==> src/rtl/crypt_iter_core.sv <==
// crypt_iter_core: iterative block cipher core, one key-mixing round per clock.
//
// Ports:
//   clk        system clock, rising edge active
//   rst        asynchronous active-high reset
//   in_valid   host presents a block        in_ready   core can accept a block
//   sel        1 = encrypt, 0 = decrypt     inp        input block
//   key        cipher key                   out_valid  result available
//   out_ready  consumer takes the result    out        result block
//   busy       high while rounds are being applied
//
// The handshake is IDLE -> RUN (ROUNDS cycles) -> DONE. Mode, key and block
// are latched on accept; out holds its last value until the next result.

module crypt_iter_core #(
    parameter int unsigned WIDTH  = 8,
    parameter int unsigned ROUNDS = 4,
    parameter int unsigned ROT    = 3
) (
    input  logic             clk,
    input  logic             rst,
    input  logic             in_valid,
    output logic             in_ready,
    input  logic             sel,
    input  logic [WIDTH-1:0] inp,
    input  logic [WIDTH-1:0] key,
    output logic             out_valid,
    input  logic             out_ready,
    output logic [WIDTH-1:0] out,
    output logic             busy
);

    // Round counter width holds 0..ROUNDS-1; rotation amount holds 0..WIDTH-1.
    localparam int unsigned CW       = (ROUNDS < 2) ? 1 : $clog2(ROUNDS + 1);
    localparam int unsigned RW       = $clog2(WIDTH);
    localparam int unsigned ROT_LAST = (ROUNDS == 0) ? 0 : ((ROUNDS - 1) % WIDTH);

    // Parameter legality, caught at elaboration.
    if (WIDTH < 4) begin : g_bad_width
        $error("crypt_iter_core: WIDTH must be 4 or more");
    end
    if (ROT == 0 || ROT >= WIDTH) begin : g_bad_rot
        $error("crypt_iter_core: ROT must be in 1..WIDTH-1");
    end
    if (ROUNDS == 0 || (ROUNDS >> WIDTH) != 0) begin : g_bad_rounds
        $error("crypt_iter_core: ROUNDS must be in 1..2**WIDTH-1");
    end

    typedef enum logic [1:0] {
        S_IDLE = 2'd0,
        S_RUN  = 2'd1,
        S_DONE = 2'd2
    } state_e;

    // Variable left-rotate: upper half of the doubled word shifted left.
    function automatic logic [WIDTH-1:0] rotl_var(input logic [WIDTH-1:0] v,
                                                  input logic [RW-1:0]    amt);
        logic [2*WIDTH-1:0] dbl;
        dbl = {v, v} << amt;
        return dbl[2*WIDTH-1 -: WIDTH];
    endfunction

    function automatic logic [WIDTH-1:0] rotl_k(input logic [WIDTH-1:0] v);
        return {v[WIDTH-ROT-1:0], v[WIDTH-1:WIDTH-ROT]};
    endfunction

    function automatic logic [WIDTH-1:0] rotr_k(input logic [WIDTH-1:0] v);
        return {v[ROT-1:0], v[WIDTH-1:ROT]};
    endfunction

    state_e           state_q, state_d;
    logic [CW-1:0]    cnt_q, cnt_d;       // rounds applied so far
    logic [CW-1:0]    idx_q, idx_d;       // round index i (counts down when decrypting)
    logic [RW-1:0]    rot_q, rot_d;       // i mod WIDTH, tracked alongside idx
    logic [WIDTH-1:0] x_q, x_d;
    logic             sel_q, sel_d;
    logic [WIDTH-1:0] key_q, key_d;
    logic [WIDTH-1:0] out_q, out_d;
    logic             out_valid_q, out_valid_d;
    logic             in_ready_q, in_ready_d;
    logic             busy_q, busy_d;

    logic [WIDTH-1:0] rk;
    logic [WIDTH-1:0] enc_x;
    logic [WIDTH-1:0] dec_x;
    logic [WIDTH-1:0] round_x;
    logic             last_round;

    // One round of the datapath for the current index.
    always_comb begin
        rk         = rotl_var(key_q, rot_q) ^ WIDTH'(idx_q);
        enc_x      = rotl_k(x_q ^ rk) + rk;
        dec_x      = rotr_k(x_q - rk) ^ rk;
        round_x    = sel_q ? enc_x : dec_x;
        last_round = (cnt_q == CW'(ROUNDS - 1));
    end

    // Next-state and registered-output logic.
    always_comb begin
        state_d     = state_q;
        cnt_d       = cnt_q;
        idx_d       = idx_q;
        rot_d       = rot_q;
        x_d         = x_q;
        sel_d       = sel_q;
        key_d       = key_q;
        out_d       = out_q;
        out_valid_d = out_valid_q;
        in_ready_d  = in_ready_q;
        busy_d      = busy_q;

        unique case (state_q)
            S_IDLE: begin
                if (in_valid) begin
                    x_d        = inp;
                    sel_d      = sel;
                    key_d      = key;
                    cnt_d      = '0;
                    // Decrypt walks the round keys in reverse order.
                    idx_d      = sel ? '0 : CW'(ROUNDS - 1);
                    rot_d      = sel ? '0 : RW'(ROT_LAST);
                    in_ready_d = 1'b0;
                    busy_d     = 1'b1;
                    state_d    = S_RUN;
                end
            end
            S_RUN: begin
                x_d   = round_x;
                cnt_d = cnt_q + CW'(1);
                if (sel_q) begin
                    idx_d = idx_q + CW'(1);
                    rot_d = (rot_q == RW'(WIDTH - 1)) ? '0 : rot_q + RW'(1);
                end else begin
                    idx_d = idx_q - CW'(1);
                    rot_d = (rot_q == '0) ? RW'(WIDTH - 1) : rot_q - RW'(1);
                end
                if (last_round) begin
                    out_d       = round_x;
                    out_valid_d = 1'b1;
                    busy_d      = 1'b0;
                    state_d     = S_DONE;
                end
            end
            S_DONE: begin
                if (out_ready) begin
                    out_valid_d = 1'b0;
                    in_ready_d  = 1'b1;
                    state_d     = S_IDLE;
                end
            end
            default: begin
                state_d     = S_IDLE;
                out_valid_d = 1'b0;
                in_ready_d  = 1'b1;
                busy_d      = 1'b0;
            end
        endcase
    end

    // State and output registers.
    always_ff @(posedge clk or posedge rst) begin
        if (rst) begin
            state_q     <= S_IDLE;
            cnt_q       <= '0;
            idx_q       <= '0;
            rot_q       <= '0;
            x_q         <= '0;
            sel_q       <= 1'b0;
            key_q       <= '0;
            out_q       <= '0;
            out_valid_q <= 1'b0;
            in_ready_q  <= 1'b1;
            busy_q      <= 1'b0;
        end else begin
            state_q     <= state_d;
            cnt_q       <= cnt_d;
            idx_q       <= idx_d;
            rot_q       <= rot_d;
            x_q         <= x_d;
            sel_q       <= sel_d;
            key_q       <= key_d;
            out_q       <= out_d;
            out_valid_q <= out_valid_d;
            in_ready_q  <= in_ready_d;
            busy_q      <= busy_d;
        end
    end

    assign in_ready  = in_ready_q;
    assign out_valid = out_valid_q;
    assign out       = out_q;
    assign busy      = busy_q;

endmodule
==> config.mk <==
export PLATFORM = sky130hd
export DESIGN_NAME = crypt_iter_core
export DESIGN_NICKNAME = d
export VERILOG_FILES = /design/src/rtl/crypt_iter_core.sv
export SDC_FILE = /design/constraint.sdc
export NUM_CORES = 1
export LEC_CHECK = 0
export CORE_ASPECT_RATIO = 0.8
export CORE_MARGIN = 2
export CORE_UTILIZATION = 55
export DETAILED_ROUTE_END_ITERATION = 12
export PLACE_DENSITY = 0.84
export SETUP_SLACK_MARGIN = 0.1
export SLEW_MARGIN = 15
export SYNTH_ARGS = -nofsm -noshare
export SYNTH_HDL_FRONTEND = slang
export SYNTH_SLANG_ARGS = --single-unit
export TNS_END_PERCENT = 5
==> constraint.sdc <==
create_clock -name clk -period 6.1 [get_ports clk]
set_input_delay 1.83 -clock clk [delete_from_list [all_inputs] [get_ports clk]]
set_output_delay 1.83 -clock clk [all_outputs]
set_load 0.02 [all_outputs]
== Word level (Yosys, flattened, before mapping) ==
Index checks and enable logic that the tools add are counted.

* Reductions and logical operators: 10
* Shift operators: 1
* Multiplexer cells: 26
* Equality and inequality tests: 7
* Bitwise logic cells: 6
* $add $sub $neg: 7

{| class="wikitable"
|+ Operators by type and width
! kind !! count
|-
| $mux W3 || 6
|-
| $pmux W3 S2 || 3
|-
| $mux W8 || 2
|-
| $pmux W8 S2 || 1
|-
| $shl A16 B3 Y16 || 1
|-
| $xor A8 B8 Y8 || 2
|-
| $reduce_and A3 Y1 || 4
|-
| $add A3 B1 Y3 const B || 3
|-
| $pmux W1 S3 || 3
|-
| $add A8 B8 Y8 || 1
|-
| $mux W2 || 4
|-
| $sub A8 B8 Y8 || 1
|-
| $xor A8 B3 Y8 || 1
|-
| $mux W1 || 6
|-
| $ne A2 B2 Y1 const B || 3
|-
| $pmux W2 S3 || 1
|-
| $reduce_and A2 Y1 || 3
|-
| $sub A3 B1 Y3 const B || 2
|-
| $eq A3 B2 Y1 const B || 1
|-
| $eq A3 B3 Y1 const B || 1
|-
| $logic_not A3 Y1 || 1
|-
| $not A1 Y1 || 3
|-
| $eq A2 B1 Y1 const B || 1
|-
| $eq A2 B2 Y1 const B || 1
|-
| other kinds (2) || 2
|}

* Logic and storage cells: 68
* Output and inout port bits: 11
* Bits in registers: 39
* Bits of input ports: 21

== Logic depth before layout (Yosys ltp) ==
* Word-level depth: 6
* Gate-level depth with buffers: 15
* Gate-level depth less buffers: 14

== Worst setup path after synthesis ==
OpenSTA, ideal clock, no wires.

* Path type: reg-to-reg
* From: reg rot_q[0]
* To: reg out_q[7], in the netlist out[7]
* Library setup time: 0.094 ns
* Arrival: 3.309 ns
* Setup slack: 2.698 ns
* Stages on the path, launching flop included: 16
* Cell sequence: dfrtp_1 -> buf_4 -> mux4_2 -> mux2i_1 -> xnor2_1 -> inv_1 -> ha_1 -> inv_1 -> ha_1 -> a21o_1 -> a21o_1 -> nor3_1 -> a21oi_2 -> nor2_2 -> xnor2_1 -> a211oi_1

* Cells in the longest elaborated chain, start to end: 5
* Elaborated cells between the ends (all ways): 7
* Classes of those cells: 2 x add/sub; 1 x shift; 1 x mux; 3 x bitwise

{| class="wikitable"
|+ RTL lines
! what !! RTL line !! source
|-
| start: declaration || 74 || <nowiki>logic [RW-1:0] rot_q, rot_d;</nowiki>
|-
| start signal: assignment || 178 || <nowiki>rot_q <= rot_d;</nowiki>
|-
| $shl A16 B3 Y16 (*) || 59 || <nowiki>dbl = {v, v} << amt;</nowiki>
|-
| $xor A8 B3 Y8 (*) || 91 || <nowiki>rk = rotl_var(key_q, rot_q) ^ WIDTH'(idx_q);</nowiki>
|-
| $sub A8 B8 Y8 or $xor A8 B8 Y8 (tied branches) || 93, 92 ||
|-
| $xor A8 B8 Y8 or $add A8 B8 Y8 (tied branches) || 93, 92 ||
|-
| $mux W8 (*) || 94 || <nowiki>round_x = sel_q ? enc_x : dec_x;</nowiki>
|-
| end signal: assignment || 182 || <nowiki>out_q <= out_d;</nowiki>
|-
| end: declaration || 78 || <nowiki>logic [WIDTH-1:0] out_q, out_d;</nowiki>
|}

Mark *: on every way between the ends. The rest lies on a longest branch, timed or not.
A chain may end at the register's enable or synchronous reset.

== Worst setup path in the final report ==
* From: reg rot_q[1]
* To: reg out_q[7], in the netlist out[7]

The elaborated chain is that of the path after synthesis.

==> metrics.txt <==
status complete, no violations; # nets final 398; Die X 87.6 um; Post-DP Area 3370 um^2; Tot GR Track Use 25.4%; Seq/Total Area, Yosys 31.8%; Worst Reg-to-Reg Cells 14; first-pass GRT wire length 12000 um; initial DRC count 156; fmax 254 MHz; count leader, synth nand2_1; Routed WL 7180 um; Worst-path clk slew 0.09 ns; fin crit share 64.5%; Final Hold Fails 0; Worst Path Arrival 4.16 ns; TritonCTS buffer count 5; post-synthesis cell count 334; Area Growth Syn to Fin 13.2%; Synth top area share 30.9%; vias in the first global route 2407; Yosys reg bits 39; yosys warns 0; Fin Setup TNS 0 ns; CTS tree built; IO Port Bufs 31; largest net degree at the start of global routing 40; crit-path max FO 13; Slew headroom 42.9%; Cell Area, Synth 3080 um^2; row cnt 24; slack of the critical path 2.16 ns; post-route minimum period 3.94 ns; Detail Route Antenna Nets 0; Hold Path Origin out[3]; synth top area cells dfrtp_1 (31%), ha_1 (8.5%), nand2_1 (5.7%); aggregate global routing overflow 0; Final Max Slew Viols 0; wire per inst 16.6 um; syn avg cell area 9.21 um^2; DIE HEIGHT 70.9 um; antenna violations before repair 0; die area 6210 um^2; Pre-antenna DRT Iters 6; via count 2518; clock skew 0.00629 ns; main flop type after synthesis dfrtp_1; H-tree level count 2; number of placed I/O pins 32; reg2reg start rot_q[1]; worst skew pair latency 0.31 ns; DPL Wire Length 5320 um; DP Worst Slack 2.24 ns; Max-Cap Viols 0; fraction of registers with async set/reset 100%; layout cell share with drive strength beyond 1 7.91%; top cells by count, synth nand2_1 (47), dfrtp_1 (38), o21ai_0 (24); Post-synth EDFFs 0; Clock Path Buffers 2; post_cts resized 0; Worst Setup SP rot_q[1]; clk root buf clkbuf_8; area leader, netlist dfrtp_1; CTS sink count 39; CTS Hold Bufs 0; Avg Vias per Cell 5.83; Setup Crit Path Kind reg -> reg; Worst Tran Pin Value 0.857 ns; RSZ-0062 raised after global routing no; Distinct cells, synth 51; Final Wtd Congestion 0.943; Core ar. 5440 um^2; syn_nets 379; startpoint types flop; DRC Markers 0; final instance area 3480 um^2; Final setup viols 0; number of antenna diodes 0; Hold Crit Class reg -> reg; # Post-CTS Setup Buffers 0; Setup crit end kind flop; hold depth 2; WP data required 6.33 ns; starting density of the core 56.6%
==> routing by layer <==
layer	GRT usage (%)	routed length (um)	vias to the layer above	share of wire, %
met2	38.4	3280	100	46
met5	0	0	-	0
met4	8.55	147	0	2.0
li1	-	-	1192	-
met1	36.5	3240	1213	45
met3	5.13	522	13	7.3
==> cell families after synthesis <==
logic type	Yosys count	synth area share [%]
XOR/XNOR	32	9.36
AO/OA/AOI/OAI	68	14.2
flip-flops	39	31.8
buffers and inverters	43	6.92
AND/OR/NAND/NOR	103	15.1
multiplexers	25	12.2
adder cells (fa/ha/maj)	24	10.5
==> critical path, stage by stage (launching register included) <==
cell and delay, ns:
dfrtp_1 0.68, mux4_2 0.59, mux2i_1 0.18, xnor2_1 0.34, inv_1 0.19, ha_1 0.33
inv_1 0.04, ha_1 0.31, a21o_1 0.23, a21o_1 0.20, o221ai_1 0.23, a21oi_2 0.08
nor2_2 0.11, xnor2_1 0.10, a211oi_1 0.23
==> layout by cell type (no fill, tap or decap), types with 5 or more instances in the layout <==
cell type / count
o21ai_0: 24
mux4_2: 6
clkbuf_8: 5
xnor2_1: 18
inv_1: 21
nor2_1: 19
o211ai_1: 5
mux2i_1: 10
nor3_1: 8
nand2_1: 47
nor2b_1: 6
dfrtp_1: 38
a21oi_1: 9
nand3_1: 8
xor2_1: 13
clkdlybuf4s50_1: 31
ha_1: 21
==> path summary, 6_finish.rpt <==
check / end / slack [ns]
setup / recovery: out[7] / 2.16
hold / removal: out[3] / 0.48
setup reg to reg: out[7] / 2.16
hold reg to reg: out[3] / 0.48
max in group asynchronous: in_ready / 3.80
min in group asynchronous: key_q[4] / 1.94
==> layout make-up <==
type,instances,area [um^2]
Sequential cell,39,977
Clock buffer,5,68.8
Timing Repair Buffer,33,325
Fill cell,442,1950
Clock inverter,3,43.8
Inverter,22,82.6
Multi-Input combinational cell,252,1890
Tap cell,78,97.6
==> registers in the layout, summed over array words and instances (netlist names) <==
| register | flops |
|---|---|
| out | 8 |
| in_ready | 1 |
| state_q | 2 |
| rot_q | 3 |
| out_valid | 1 |
| key_q | 8 |
| x_q | 8 |
| cnt_q | 3 |
| busy | 1 |
| sel_q | 1 |
| idx_q | 3 |
==> through the flow <==
| stage | instances | hold WS (ns) | util [%] |
|---|---|---|---|
| 6_report | 432 | 0.481 | 64.0 |
| 5_1_grt | 432 | 0.520 | 64.0 |
| 4_1_cts | 432 | 0.487 | 64.0 |
| 3_5_place_dp | 424 | 0.468 | 62.0 |
| 3_3_place_gp | 424 | 0.459 | 62.0 |
| 2_1_floorplan | 334 | 0.468 | - |
Power is not shown: default switching activity piles up to over one toggle a cycle in this logic, so the estimate is an artifact.
